$ cat src/rtl/multi_freq_counter.sv
// Multi-channel gated frequency counter: counts edges on each input over a common
// GATE_CYCLES window and publishes per-channel counts with a one-cycle valid strobe.
module multi_freq_counter #(
    parameter int unsigned GATE_CYCLES = 50_000_000,
    parameter int unsigned COUNT_W     = 16,
    parameter int unsigned CHANNELS    = 4,
    parameter int unsigned SYNC_STAGES = 2
) (
    input  logic                        clk,
    input  logic                        rst_n,
    input  logic [CHANNELS-1:0]         freq_in,
    input  logic                        en,
    input  logic                        edge_mode,
    output logic [CHANNELS*COUNT_W-1:0] freq_out,
    output logic [CHANNELS-1:0]         overflow,
    output logic                        valid,
    output logic                        busy
);

    // The timer doubles as the ARM-phase cycle counter, so it must hold both ranges.
    localparam int unsigned TIMER_MAX = (GATE_CYCLES > SYNC_STAGES + 1) ?
                                        GATE_CYCLES : SYNC_STAGES + 1;
    localparam int unsigned TIMER_W   = $clog2(TIMER_MAX);

    typedef enum logic [1:0] {StIdle, StArm, StCount} state_e;

    state_e                                 state_q, state_d;
    logic [TIMER_W-1:0]                     timer_q, timer_d;
    logic                                   mode_q, mode_d;
    logic [SYNC_STAGES-1:0][CHANNELS-1:0]   sync_q;
    logic [CHANNELS-1:0]                    p_q;
    logic [CHANNELS-1:0][COUNT_W-1:0]       cnt_q, cnt_d, cnt_inc;
    logic [CHANNELS-1:0]                    ovf_q, ovf_d, ovf_inc;
    logic [CHANNELS-1:0][COUNT_W-1:0]       freq_q, freq_d;
    logic [CHANNELS-1:0]                    oflow_q, oflow_d;
    logic                                   valid_q, valid_d;
    logic [CHANNELS-1:0]                    s;
    logic [CHANNELS-1:0]                    edges;

    assign s     = sync_q[SYNC_STAGES-1];
    assign edges = mode_q ? (s ^ p_q) : (s & ~p_q);

    always_ff @(posedge clk or negedge rst_n) begin
        if (!rst_n) begin
            sync_q <= '0;
            p_q    <= '0;
        end else begin
            sync_q <= {sync_q[SYNC_STAGES-2:0], freq_in};
            p_q    <= s;
        end
    end

    always_comb begin
        cnt_inc = cnt_q;
        ovf_inc = ovf_q;
        for (int unsigned c = 0; c < CHANNELS; c++) begin
            if (edges[c]) begin
                if (cnt_q[c] == '1) begin
                    ovf_inc[c] = 1'b1;
                end else begin
                    cnt_inc[c] = cnt_q[c] + COUNT_W'(1);
                end
            end
        end
    end

    always_comb begin
        state_d = state_q;
        timer_d = timer_q;
        mode_d  = mode_q;
        cnt_d   = cnt_q;
        ovf_d   = ovf_q;
        freq_d  = freq_q;
        oflow_d = oflow_q;
        valid_d = 1'b0;
        unique case (state_q)
            StIdle: begin
                timer_d = '0;
                cnt_d   = '0;
                ovf_d   = '0;
                if (en) begin
                    state_d = StArm;
                end
            end
            StArm: begin
                if (!en) begin
                    state_d = StIdle;
                    timer_d = '0;
                end else if (timer_q == TIMER_W'(SYNC_STAGES)) begin
                    state_d = StCount;
                    timer_d = '0;
                    mode_d  = edge_mode;
                end else begin
                    timer_d = timer_q + TIMER_W'(1);
                end
            end
            StCount: begin
                if (!en) begin
                    state_d = StIdle;
                    timer_d = '0;
                    cnt_d   = '0;
                    ovf_d   = '0;
                end else if (timer_q == TIMER_W'(GATE_CYCLES - 1)) begin
                    // Terminal cycle: its own edges still belong to the closing window.
                    freq_d  = cnt_inc;
                    oflow_d = ovf_inc;
                    valid_d = 1'b1;
                    timer_d = '0;
                    cnt_d   = '0;
                    ovf_d   = '0;
                    mode_d  = edge_mode;
                end else begin
                    timer_d = timer_q + TIMER_W'(1);
                    cnt_d   = cnt_inc;
                    ovf_d   = ovf_inc;
                end
            end
            default: begin
                state_d = StIdle;
            end
        endcase
    end

    always_ff @(posedge clk or negedge rst_n) begin
        if (!rst_n) begin
            state_q <= StIdle;
            timer_q <= '0;
            mode_q  <= 1'b0;
            cnt_q   <= '0;
            ovf_q   <= '0;
            freq_q  <= '0;
            oflow_q <= '0;
            valid_q <= 1'b0;
        end else begin
            state_q <= state_d;
            timer_q <= timer_d;
            mode_q  <= mode_d;
            cnt_q   <= cnt_d;
            ovf_q   <= ovf_d;
            freq_q  <= freq_d;
            oflow_q <= oflow_d;
            valid_q <= valid_d;
        end
    end

    assign freq_out = freq_q;
    assign overflow = oflow_q;
    assign valid    = valid_q;
    assign busy     = (state_q != StIdle);

endmodule

$ cat config.mk
export PLATFORM = sky130hd
export DESIGN_NAME = multi_freq_counter
export DESIGN_NICKNAME = d
export VERILOG_FILES = /design/src/rtl/multi_freq_counter.sv
export SDC_FILE = /design/constraint.sdc
export NUM_CORES = 1
export LEC_CHECK = 0
export CORE_MARGIN = 2
export CORE_UTILIZATION = 58
export CTS_CLUSTER_DIAMETER = 30
export CTS_CLUSTER_SIZE = 40
export DETAILED_ROUTE_END_ITERATION = 10
export PLACE_DENSITY = 0.89
export SLEW_MARGIN = 25
export SYNTH_ARGS = -nofsm -noshare
export SYNTH_HDL_FRONTEND = slang
export SYNTH_SLANG_ARGS = --single-unit
$ cat constraint.sdc
create_clock -name clk -period 4.8 [get_ports clk]
set_clock_uncertainty 0.05 [all_clocks]
set_input_delay 1.2 -clock clk [delete_from_list [all_inputs] [get_ports clk]]
set_output_delay 1.2 -clock clk [all_outputs]
set_load 0.005 [all_outputs]
==> results by group, run 1 <==
Yosys
  – Synth Instances: 1057
  – Netlist Area Pre-Place: 0.009792 mm²
  – Avg Cell Area, Syn: 9.264 µm²
  – Sequential fraction of the synthesis area: 45.49%
  – Synthesis warning total: 0
  – Post-synthesis cell type count: 81
  – Async SR Flop Fraction: 100.0%
  – Top FF cell, synth: dfrtp_1
  – Biggest area consumer among synthesized cells: dfrtp_1
  – Most numerous cell in the Yosys netlist: dfrtp_1
  – Mapped Nets: 1079
  – #FFs+latches synth: 178
  – Post-synth top cells: 178 x dfrtp_1, 145 x nand2_1, 86 x o21ai_1, 57 x nor2_1, 47 x xnor2_1
  – Post-synth top area share: 45.49%
  – Top post-synthesis cells by area: dfrtp_1 45%, nand2_1 5.6%, o21ai_1 4.4%
  – Post-synth EDFFs: 0

Route
  – DRC: 0
  – Via density: 6.305
  – DRT Pass-1 Iters: 7
  – Post-route antenna net violation count: 0
  – Final wirelength: 23.95 mm
  – Vias: 8442
  – Starting DRC count in detailed routing: 1016
  – Avg WL per Cell: 17.88 µm

Cells and area
  – Final instance area: 0.01130 mm²
  – Final Util: 68.41%
  – Layout Cells excl Fill: 1339
  – Nets: 1128
  – Area Overhead vs Synth: 15.45%
  – N_diodes: 0
  – Share of cells above drive strength 1: 8.132%

Flow run
  – Max-Cap Viols: 0

Clock tree
  – Resized cells post-CTS: 0
  – Setup Buffers After CTS: 0
  – H-tree depth: 4
  – Reg clk slew, reported paths: 0.07 ns
  – CTS tree: built
  – TritonCTS Buffers: 17
  – Clock latency at the later pin of the worst-skew pair: 0.44 ns
  – Clock Root Buffer: clkbuf_16
  – Max clock buf depth: 2
  – CTS hold repair buffers: 0
  – TritonCTS Sinks: 178

Placed design
  – Post-Place Worst Slack: 1.266 ns
  – Hpwl dp: 15.35 mm
  – Post-placement cell area: 0.01063 mm²
  – Dpl cells: 1307
  – IO buf count: 77
  – Routability-driven placement congestion ratio: 0.9057

Setup path
  – Worst EP arrival: 3.51 ns
  – Setup crit start kind: input pin
  – Req. time, crit path: 5.10 ns
  – Critical-path maximum fanout: 33
  – WS Path Type: in -> reg
  – Critical Path End Type: register

Power and ir drop
  – LEAKAGE: 4.608 nW
  – Pwr dens: 321.9 mW/mm²
  – VDD IR max: 0.2964 mV

Global routing
  – Vias in the first global route: 8138
  – Largest net degree at the start of global routing: 87
  – Initial antenna violation count: 0
  – Global-route wire length before repair: 40.07 mm
  – GR Overflow Total: 0
  – All-Layer GR Usage: 27.59%

Die
  – Initial Util: 59.26%
  – Die width: 133.9 µm
  – Die extent in y: 133.9 µm
  – Core area: 0.01652 mm²
  – I/O pin count: 78
  – Full die area: 0.01794 mm²
  – Rows: 47

Timing
  – Total Neg Setup Slack: 0 ns
  – Final period utilization: 66.87%
  – Post-route worst setup slack: 1.590 ns
  – Max-slew headroom: 35.12%
  – Final setup violation count: 0
  – Max-slew violations: 0
  – Hold Fails Final Rpt: 0
  – Minimum clock period: 3.210 ns
  – RSZ-0062 raised after global routing: no
  – Max Clk Rate: 0.3116 GHz
  – Worst-Margin Slew: 0.9711 ns

Status
  – Status: finished, final reports clean

Hold path
  – HP Class: reg -> reg
cells in the final DEF (no fill, tap or decap), types with 20 or more instances in the layout:
| cell type | n |
|---|---|
| a21oi_1 | 39 |
| and2_1 | 20 |
| clkdlybuf4s50_1 | 76 |
| dfrtp_1 | 178 |
| inv_1 | 40 |
| nand2_1 | 145 |
| nand3_1 | 34 |
| nand4_1 | 22 |
| nor2_1 | 56 |
| nor3_1 | 35 |
| o21ai_0 | 38 |
| o21ai_1 | 86 |
| xnor2_1 | 47 |
worst max-delay path, stage by stage:
cell and delay [ns]:
clkdlybuf4s50_1 0.65, nand2_1 0.23, a21oi_4 0.79, buf_4 0.35, nand2b_1 0.09, a31oi_1 0.18
metal layers:
metal	GRT usage, %	routed length (µm)	up-vias
li1	-	-	3893
met1	37.29	10390	4149
met2	45.19	11600	345
met3	4.044	1333	55
met4	10.87	625	0
met5	0	0	-
cell type report:
| class | instances | area (µm²) |
|---|---|---|
| repair buffers | 88 | 867.1 |
| clock inverters | 13 | 221.5 |
| clock buffers | 19 | 442.9 |
| fillers | 1205 | 5220 |
| well taps | 220 | 275.3 |
| multi-input cells | 781 | 4893 |
| inverters | 40 | 150.1 |
| flip-flops and latches | 178 | 4454 |
power breakdown:
| part | switching (mW) | total [mW] | internal (mW) |
|---|---|---|---|
| combinational | 0.361 | 0.519 | 0.158 |
| clock | 0.621 | 1.57 | 0.951 |
| sequential | 0.0312 | 1.55 | 1.52 |
| total | 1.01 | 3.64 | 2.62 |
worst paths after layout:
path / from / endpoint / slack, ns / depth (start not counted)
min in group asynchronous: rst_n / timer_q[13]$_DFFE_PN0P_ / 0.77 / 1
worst max-delay path: en / cnt_q[11]$_DFFE_PN0P_ / 1.59 / 6
worst min register to register: sync_q[3]$_DFF_PN0_ / s[3]$_DFF_PN0_ / 0.30 / 0
max in group asynchronous: rst_n / cnt_q[30]$_DFFE_PN0P_ / 3.06 / 2
worst min-delay path: sync_q[3]$_DFF_PN0_ / s[3]$_DFF_PN0_ / 0.30 / 0
worst max register to register: timer_q[0]$_DFFE_PN0P_ / cnt_q[11]$_DFFE_PN0P_ / 1.91 / 7
kinds of logic after synthesis:
family	after synthesis	share of synthesized area, %
compound gates	277	18.57
fa+ha+maj	14	1.789
xor+xnor	49	4.383
simple gates	422	23.03
buf+inv	98	4.651
mux	19	2.096
flops	178	45.49
sequential cells by signal, summed over array words and instances (netlist names), 4 cells and up:
signal and cells:
overflow 4, ovf_q 4, freq_out 64, s 4, sync_q 4, timer_q 26, cnt_q 64, p_q 4
metrics by stage:
stage / total power [mW] / hold WS (ns)
floorplan: 1.928 / 0.2812
global placement: 2.054 / 0.2828
detailed placement: 2.069 / 0.2871
CTS: 3.633 / 0.3028
global route: 3.765 / 0.3093
finish: 3.638 / 0.3003
(Power assumes the default switching activity.)
==> run 2, diff against run 1 <==
- CORE_UTILIZATION: 58 -> 53
- PLACE_DENSITY: 0.89 -> 0.87
- clock period: 4.8 -> 2.75 ns (I/O delays scaled with it)
==> run 2 against run 1 <==
Via count decreased by 0.59%. Sequential power increased by 74%. First-iteration DRC count decreased by 22%. Setup slack got worse by 1.4 ns. Clock power increased by 51%. Highest routed layer unchanged. Core utilization decreased by 5.5 points. Total power increased by 66%. Critical path type is now reg -> out. Critical endpoint is now busy. Combinational power increased by 87%. Register-to-register slack got worse by 1.6 ns. Sequential cell count unchanged.
==> results by group, run 2 (synthesis results as in run 1) <==
Setup path
  – Critical Path End Type: output port
  – WS Path Type: reg -> out
  – Req. time, crit path: 2.01 ns
  – Setup crit start kind: register
  – Worst EP arrival: 1.86 ns
  – Critical-path maximum fanout: 4

Clock tree
  – H-tree depth: 4
  – TritonCTS Sinks: 178
  – CTS hold repair buffers: 0
  – Resized cells post-CTS: 0
  – Reg clk slew, reported paths: 0.07 ns
  – CTS tree: built
  – TritonCTS Buffers: 17
  – Clock Root Buffer: clkbuf_16
  – Clock latency at the later pin of the worst-skew pair: 0.45 ns
  – Max clock buf depth: 2
  – Setup Buffers After CTS: 0

Die
  – I/O pin count: 78
  – Rows: 49
  – Die extent in y: 139.9 µm
  – Initial Util: 54.32%
  – Die width: 139.9 µm
  – Full die area: 0.01958 mm²
  – Core area: 0.01802 mm²

Placed design
  – Routability-driven placement congestion ratio: 0.9272
  – Post-placement cell area: 0.01078 mm²
  – Hpwl dp: 15.68 mm
  – IO buf count: 77
  – Post-Place Worst Slack: 0.2304 ns

Timing
  – Max Clk Rate: 0.3854 GHz
  – Max-slew violations: 0
  – Post-route worst setup slack: 0.1554 ns
  – Hold Fails Final Rpt: 0
  – Max-slew headroom: 50.58%
  – Worst-Margin Slew: 0.7405 ns
  – Minimum clock period: 2.595 ns
  – RSZ-0062 raised after global routing: no
  – Total Neg Setup Slack: 0 ns
  – Final setup violation count: 0
  – Final period utilization: 94.35%

Hold path
  – HP Class: in -> async

Power and ir drop
  – VDD IR max: 0.4549 mV
  – LEAKAGE: 4.616 nW
  – Pwr dens: 532.0 mW/mm²

Cells and area
  – # fillers: 1440
  – Share of cells above drive strength 1: 8.873%
  – Area Overhead vs Synth: 15.86%
  – Commonest non-fill, non-tap cells in the layout: 178 x dfrtp_1, 145 x nand2_1, 86 x o21ai_1
  – Register Area: 0.004454 mm²
  – Nets: 1138
  – Final instance area: 0.01134 mm²
  – N_diodes: 0
  – Most common cell after layout, fill and taps aside: dfrtp_1
  – Multi-input gate area: 0.004885 mm²

Route
  – Vias: 8392
  – Via density: 6.189
  – Starting DRC count in detailed routing: 797
  – DRT Pass-1 Iters: 5
  – Avg WL per Cell: 17.29 µm
  – DRC: 0
  – Post-route antenna net violation count: 0
  – Final wirelength: 23.44 mm

Global routing
  – Vias in the first global route: 8279
  – Global-route wire length before repair: 40.30 mm
  – GR Overflow Total: 0
  – Initial antenna violation count: 0
  – Largest net degree at the start of global routing: 63
  – All-Layer GR Usage: 25.05%

Flow run
  – Max-Cap Viols: 0

Status
  – Status: finished, final reports clean
## run 2: changes by cell type in the layout (fill, tap and decap cells not counted)
cell       previous run  this run
buf_12                1         6
bufinv_16             5         1
nor4_2                3         4
clkbuf_1              1         0
buf_4                10        15
clkinv_4              0         3
nor4_4                4         3
inv_8                 3         2
inv_6                 2         3
## run 2: path summary, 6_finish.rpt
kind,startpoint,end,slack [ns],cells after the start
max in group asynchronous,rst_n,timer_q[6]$_DFFE_PN0P_,1.79,2
max,state_q[0]$_DFFE_PN0P_,busy,0.16,4
min,rst_n,timer_q[22]$_DFFE_PN0P_,0.18,1
max reg2reg,state_q[0]$_DFFE_PN0P_,cnt_q[32]$_DFFE_PN0P_,0.32,6
min reg2reg,sync_q[3]$_DFF_PN0_,s[3]$_DFF_PN0_,0.30,0
min in group clk,sync_q[3]$_DFF_PN0_,s[3]$_DFF_PN0_,0.30,0
## run 2: through the flow
step	power (mW)	cells	util (%)	hold slack, ns
finish	6.036	1356	62.94	0.1814
floorplan	3.364	1057	-	0.2812
global placement	3.646	1326	59.81	0.2830
CTS	6.057	1356	62.94	0.1877
detailed placement	3.699	1326	59.81	0.2885
global route	6.280	1356	62.94	0.2203
## run 2: final cells by class
class	count	area share, %
clock inverter	12	1.103
inverter	40	1.323
multi-input combinational	781	43.06
tap	229	2.526
sequential	178	39.26
timing repair buffer	98	8.856
clock buffer	18	3.871
## run 2: report_power, final
part,internal [mW],switching [mW]
registers,2.65,0.0567
clock network,1.28,1.08
logic,0.331,0.636
total,4.26,1.78
## run 2: per-layer routing
metal / GRT usage [%] / wire length [µm] / part of all wire, % / vias to the layer above
met5: 0 / 0 / 0 / -
met4: 9.947 / 648 / 2.8 / 0
met3: 5.607 / 1268 / 5.4 / 52
met2: 40.36 / 11370 / 48 / 269
met1: 33.15 / 10160 / 43 / 4130
li1: - / - / - / 3941
## run 2: worst max-delay path, stage by stage (launching register included)
cell,delay (ns)
dfrtp_1,0.41
inv_1,0.11
ha_1,0.26
inv_1,0.12
clkdlybuf4s50_1,0.52
==> run 3, diff against run 2 <==
- CTS_CLUSTER_SIZE: 40 -> 30
==> results of run 3 <==
Same layout as run 2: the final DEF is identical, and so are final timing and power.
